File: config.mk
export PLATFORM = sky130hd
export DESIGN_NAME = mul_add_unit
export DESIGN_NICKNAME = d
export VERILOG_FILES = /design/src/rtl/mul_add_unit.sv
export SDC_FILE = /design/constraint.sdc
export NUM_CORES = 1
export LEC_CHECK = 0
export ABC_AREA = 1
export BUFFER_PORTS_ARGS = -buffer_cell sky130_fd_sc_hd__buf_2
export CELL_PAD_IN_SITES_DETAIL_PLACEMENT = 2
export CELL_PAD_IN_SITES_GLOBAL_PLACEMENT = 2
export CORE_ASPECT_RATIO = 1.5
export CORE_MARGIN = 5
export CORE_UTILIZATION = 34
export CTS_CLUSTER_SIZE = 10
export DETAILED_ROUTE_END_ITERATION = 16
export PLACE_DENSITY_LB_ADDON = 0.1
export SLEW_MARGIN = 20
export SYNTH_ARGS = -nofsm -noshare
export SYNTH_HDL_FRONTEND = slang
export SYNTH_SLANG_ARGS = --single-unit
File: constraint.sdc
create_clock -name clk_in -period 11.7 [get_ports clk_in]
set_input_delay 2.34 -clock clk_in [delete_from_list [all_inputs] [get_ports clk_in]]
set_output_delay 2.34 -clock clk_in [all_outputs]
set_load 0.01 [all_outputs]
File: src/rtl/mul_add_unit.sv
// Purpose: unsigned multiply-add datapath for one systolic PE, plus a registered copy of the sum.
// Latency: mul_out/sum_out/flags are combinational (0 cycles); sum_q_out/ovf_q_out/valid_q_out are 1 cycle.
// Backpressure: none; en_in gates capture, and valid_q_out pulses once per captured sample.
//
// Ports:
//   clk_in, nrst_in        : clock (rising edge), asynchronous active-low reset
//   en_in                  : capture enable for the registered stage
//   weight_in, feature_in  : multiplicand / multiplier (unsigned, WIDTH bits)
//   partial_sum_in         : addend (unsigned, WIDTH bits)
//   mul_out, mul_ovf_out   : truncated product and "product did not fit" flag
//   sum_out, add_carry_out : partial_sum_in + mul_out (mod 2^WIDTH) and its carry
//   sum_q_out, ovf_q_out   : registered sum and combined overflow, held while en_in=0
//   valid_q_out            : registered en_in
module mul_add_unit #(
  parameter int WIDTH = 8
) (
  input  logic             clk_in,
  input  logic             nrst_in,
  input  logic             en_in,
  input  logic [WIDTH-1:0] weight_in,
  input  logic [WIDTH-1:0] feature_in,
  input  logic [WIDTH-1:0] partial_sum_in,
  output logic [WIDTH-1:0] mul_out,
  output logic [WIDTH-1:0] sum_out,
  output logic             mul_ovf_out,
  output logic             add_carry_out,
  output logic [WIDTH-1:0] sum_q_out,
  output logic             ovf_q_out,
  output logic             valid_q_out
);

  logic [2*WIDTH-1:0] full_prod;
  logic [WIDTH:0]     full_sum;

  // Operands are zero-extended so the multiply is explicitly 2*WIDTH wide.
  assign full_prod   = {{WIDTH{1'b0}}, weight_in} * {{WIDTH{1'b0}}, feature_in};
  assign mul_out     = full_prod[WIDTH-1:0];
  assign mul_ovf_out = |full_prod[2*WIDTH-1:WIDTH];

  // The addend is the truncated product, so high product bits never reach the sum.
  assign full_sum      = {1'b0, partial_sum_in} + {1'b0, mul_out};
  assign sum_out       = full_sum[WIDTH-1:0];
  assign add_carry_out = full_sum[WIDTH];

  always_ff @(posedge clk_in or negedge nrst_in) begin
    if (!nrst_in) begin
      sum_q_out   <= '0;
      ovf_q_out   <= 1'b0;
      valid_q_out <= 1'b0;
    end else begin
      valid_q_out <= en_in;
      if (en_in) begin
        sum_q_out <= sum_out;
        ovf_q_out <= mul_ovf_out | add_carry_out;
      end
    end
  end

endmodule

## Word-level counts from Yosys, hierarchy flattened

Cells that the tools add are included.

| storage, ports and cells | value |
|---|---|
| bits in registers | 10 |
| bits of input ports | 27 |
| output and inout port bits | 28 |
| logic and storage cells | 7 |

| cells by class | value |
|---|---|
| $add $sub $neg | 1 |
| multiply operators | 1 |
| bitwise logic cells | 1 |
| reduce and logical (&&, ||, !) cells | 1 |

Operator list:

| operator | number |
|---|---|
| $mul A8 B8 Y16 | 1 |
| $add A8 B8 Y9 | 1 |
| $reduce_or A8 Y1 | 1 |
| $or A1 B1 Y1 | 1 |

## Logic depth before layout (Yosys ltp)

| logic depth | value |
|---|---|
| depth after elaboration | 3 |
| mapped depth | 25 |
| mapped depth without buffers | 24 |

## Worst setup path before layout

OpenSTA, ideal clock, no wires.

| path | value |
|---|---|
| path kind | input to output |
| from | input port feature_in[4] |
| to | output port add_carry_out |
| arrival | 6.302 ns |
| data required time | 9.360 ns |
| setup slack | 3.058 ns |
| cell stages on the path | 18 |
| buffers on the path | 1 |
| cells stage by stage | clkbuf_1 -> nand2_1 -> fa_1 -> inv_1 -> ha_1 -> inv_1 -> fa_1 -> fa_1 -> inv_1 -> ha_1 -> nand2_1 -> nand3_2 -> xor2_1 -> ha_1 -> nand2_1 -> inv_1 -> a221oi_1 -> nand2_1 |

| on the way | value |
|---|---|
| word-level cells in the longest chain between the ends | 2 |

RTL lines:

| item | RTL line | source |
|---|---|---|
| start: declaration | 21 | `input logic [WIDTH-1:0] feature_in,` |
| $mul A8 B8 Y16 | 36 | `assign full_prod = {{WIDTH{1'b0}}, weight_in} * {{WIDTH{1'b0}}, feature_in};` |
| net mul_out[7] | 23 | `output logic [WIDTH-1:0] mul_out,` |
| $add A8 B8 Y9 | 41 | `assign full_sum = {1'b0, partial_sum_in} + {1'b0, mul_out};` |
| end: declaration | 26 | `output logic add_carry_out,` |

The timed path passes the listed nets, and every way through them passes these cells.

## Worst setup path after layout

| path | value |
|---|---|
| from | input port feature_in[4] |
| to | output port add_carry_out |

| on the way | value |
|---|---|
| word-level cells in the longest chain between the ends | 2 |

RTL lines:

| item | RTL line |
|---|---|
| $mul A8 B8 Y16 | 36 |
| $add A8 B8 Y9 | 41 |

Every way passes these cells.

==> flow_metrics.env <==
export IMPL_rsz0062_at_grt="false"
export IMPL_cellLeakagePower_nw=2.29
export IMPL_synth_nets=570
export IMPL_routed_via_density=4.78
export IMPL_final_hold_viol_count=0
export IMPL_firstDrtPassIters=4
export IMPL_drtAntennaViolNets=0
export IMPL_rows=42
export IMPL_worstSetupStartpointType="primary input"
export IMPL_cts_tree="built"
export IMPL_cts_hold_buf=0
export IMPL_ios=55
export IMPL_place_inst=608
export IMPL_outcome="completed"
export IMPL_grt_pass1_vias=3485
export IMPL_cts_inserted_buffers=3
export IMPL_num_antenna_cells=0
export IMPL_drt_initial_drc_count=56
export IMPL_post_cts_setup_buffers=0
export IMPL_final_core_util=0.396
export IMPL_clk_path_buf_depth=2
export IMPL_ys_warn_count=0
export IMPL_fin_skew_ns=0
export IMPL_vdd_drop_max_mv=0.130
export IMPL_wl_per_cell_um=15.2
export IMPL_postLayoutSetupSlackWorst_ns=2.86
export IMPL_grt_pass1_wl_um=15800
export IMPL_postRouteWirelength_um=9290
export IMPL_ys_seq_elements=10
export IMPL_clock_root_buffer="clkbuf_16"
export IMPL_clock_sinks=10
export IMPL_netlist_instances=462
export IMPL_die_x_um=87.9
export IMPL_hold_path_class="flip-flop to flip-flop"
export IMPL_area_growth_pct=13.7
export IMPL_end_kind="primary output"
export IMPL_drc=0
export IMPL_dieArea_mm2=0.0111
export IMPL_nNetsFinal=611
export IMPL_cts_resized=0
export IMPL_finalSetupViolCount=0
export IMPL_ys_async_sr_fraction=1.00
export IMPL_worstSetupPathType="primary input to primary output"
export IMPL_setup_tns_final_ns=0
export IMPL_cap_violations=0
export IMPL_final_cells=612
export IMPL_max_freq_mhz=113
export IMPL_start_util=0.348
export IMPL_cp_arrival_ns=6.50
export IMPL_power_density_mw_per_mm2=195
export IMPL_syn_avg_cell_area_um2=6.69
export IMPL_synth_flop_cell="dfrtp_1"
export IMPL_grt_overflow_total=0
export IMPL_layout_min_cycle_time_ns=8.84
export IMPL_min_period_over_period=0.755
export IMPL_final_max_slew_viol_count=0
export IMPL_clk_pin_slew_ns=0.04
export IMPL_synthDistinctLibCells=22
export IMPL_required_ns=9.36
export IMPL_drive_above_1_share=0.143
export IMPL_place_hpwl_um=8390
export IMPL_vias=2928
export IMPL_synth_top_area_share=0.239
export IMPL_synth_edf_count=0
export IMPL_yosys_area_top_type="fa_1"
export IMPL_clk_latency_ns=0.24
export IMPL_ys_seq_area_frac=0.0809
export IMPL_syn_cell_area_mm2=0.00309
export IMPL_synth_area_leaders="fa_1, nand2_1, ha_1"
export IMPL_coreArea_mm2=0.00888
export IMPL_crit_path_max_fanout=8
export IMPL_grt_total_usage=0.179
export IMPL_place_congestion=0.765
export IMPL_slew_headroom=0.791
export IMPL_dieHeight_um=127
export IMPL_io_buffers=54
export IMPL_grt_start_max_net_pins=13
export IMPL_fillers=1132
export IMPL_pre_cts_slack_ns=2.80
export IMPL_htreeDepth=1
export IMPL_antenna_found_initial=0
export IMPL_tightest_slew_ns=0.313
==> routing by layer <==
layer / vias up / global-route usage / share of wire
met5: - / 0 / 0
met2: 44 / 0.395 / 0.62
met4: 0 / 0.0506 / 0.023
met1: 1444 / 0.164 / 0.33
met3: 13 / 0.00584 / 0.026
li1: 1427 / - / -
==> final timing paths <==
check | slack, ns | from | endpoint | cells past startpoint
max in group asynchronous | 9.55 | nrst_in | ovf_q_out | 1
worst min-delay path | 0.47 | sum_q_out[1] | sum_q_out[1] | 2
min in group asynchronous | 1.95 | nrst_in | sum_q_out[0] | 1
worst max register to register | 11.05 | sum_q_out[4] | sum_q_out[4] | 2
worst max-delay path | 2.86 | feature_in[4] | add_carry_out | 19
worst min register to register | 0.47 | sum_q_out[1] | sum_q_out[1] | 2
==> cells by family after synthesis <==
group,synth area share
flip-flops,0.0809
AND/OR/NAND/NOR,0.284
AO/OA/AOI/OAI,0.0206
buffers and inverters,0.172
XOR/XNOR,0.0255
adder cells (fa/ha/maj),0.417
==> critical path, stage by stage <==
cell and delay (ns):
buf_2 0.16, nand2_1 0.10, fa_1 0.44, inv_1 0.10, fa_1 0.39, inv_1 0.08, fa_1 0.45, fa_1 0.55
inv_1 0.04, ha_1 0.38, nand2_1 0.14, nand3_2 0.12, xor2_1 0.17, ha_1 0.33, nand2_1 0.10, inv_1 0.06
a221oi_1 0.33, nand2_1 0.07, buf_2 0.15
==> flip-flops by register name, indices dropped and copies added (netlist names) <==
name         count
sum_q_out        8
ovf_q_out        1
valid_q_out      1
==> stage by stage <==
stage / hold WS [ns] / total power [mW] / area [µm²]
finish: 0.466 / 0.686 / 3520
global route: 0.512 / 0.777 / 3520
CTS: 0.472 / 0.709 / 3520
detailed placement: 0.462 / 0.632 / 3430
global placement: 0.448 / 0.601 / 3430
floorplan: 0.509 / 0.453 / 3090
==> area by class of cell <==
class,instances,area (µm²),area share
sequential,10,250,0.0711
multi-input combinational,312,2310,0.657
tap,110,138,0.0391
inverter,122,458,0.130
timing repair buffer,54,270,0.0768
clock buffer,4,88.8,0.0253
==> placed cells by master, fill, tap and decap left out <==
| master | n |
|---|---|
| nand3_2 | 3 |
| fa_1 | 37 |
| nand3_1 | 18 |
| clkbuf_16 | 3 |
| dfrtp_1 | 10 |
| clkbuf_8 | 1 |
| nor2_1 | 11 |
| o21ai_0 | 3 |
| a221oi_1 | 1 |
| inv_2 | 2 |
| ha_1 | 44 |
| nand2_2 | 5 |
| inv_1 | 119 |
| clkinv_1 | 1 |
| nand4_1 | 5 |
| nand2_1 | 160 |
| buf_2 | 54 |
| xor2_1 | 9 |
| a21oi_1 | 8 |
| nand3b_1 | 3 |
| nor2_2 | 4 |
| and2_1 | 1 |
==> Yosys cell counts, drive strengths merged, types with 2 or more instances <==
| master | count |
|---|---|
| clkbuf | 16 |
| inv | 121 |
| o21ai | 3 |
| ha | 44 |
| nand4 | 5 |
| fa | 37 |
| xor2 | 9 |
| nand3b | 3 |
| buf | 2 |
| nand2 | 165 |
| a21oi | 8 |
| dfrtp | 10 |
| nand3 | 21 |
| nor2 | 15 |
==> report_power, final <==
group	leakage [nW]	switching (mW)	internal (mW)	total, mW
clock network	0.0442	0.0173	0.0515	0.0688
registers	0.118	0.00529	0.0459	0.0512
logic	2.13	0.355	0.211	0.566
total	2.29	0.377	0.308	0.686
Power figures use the tool's default switching activity.
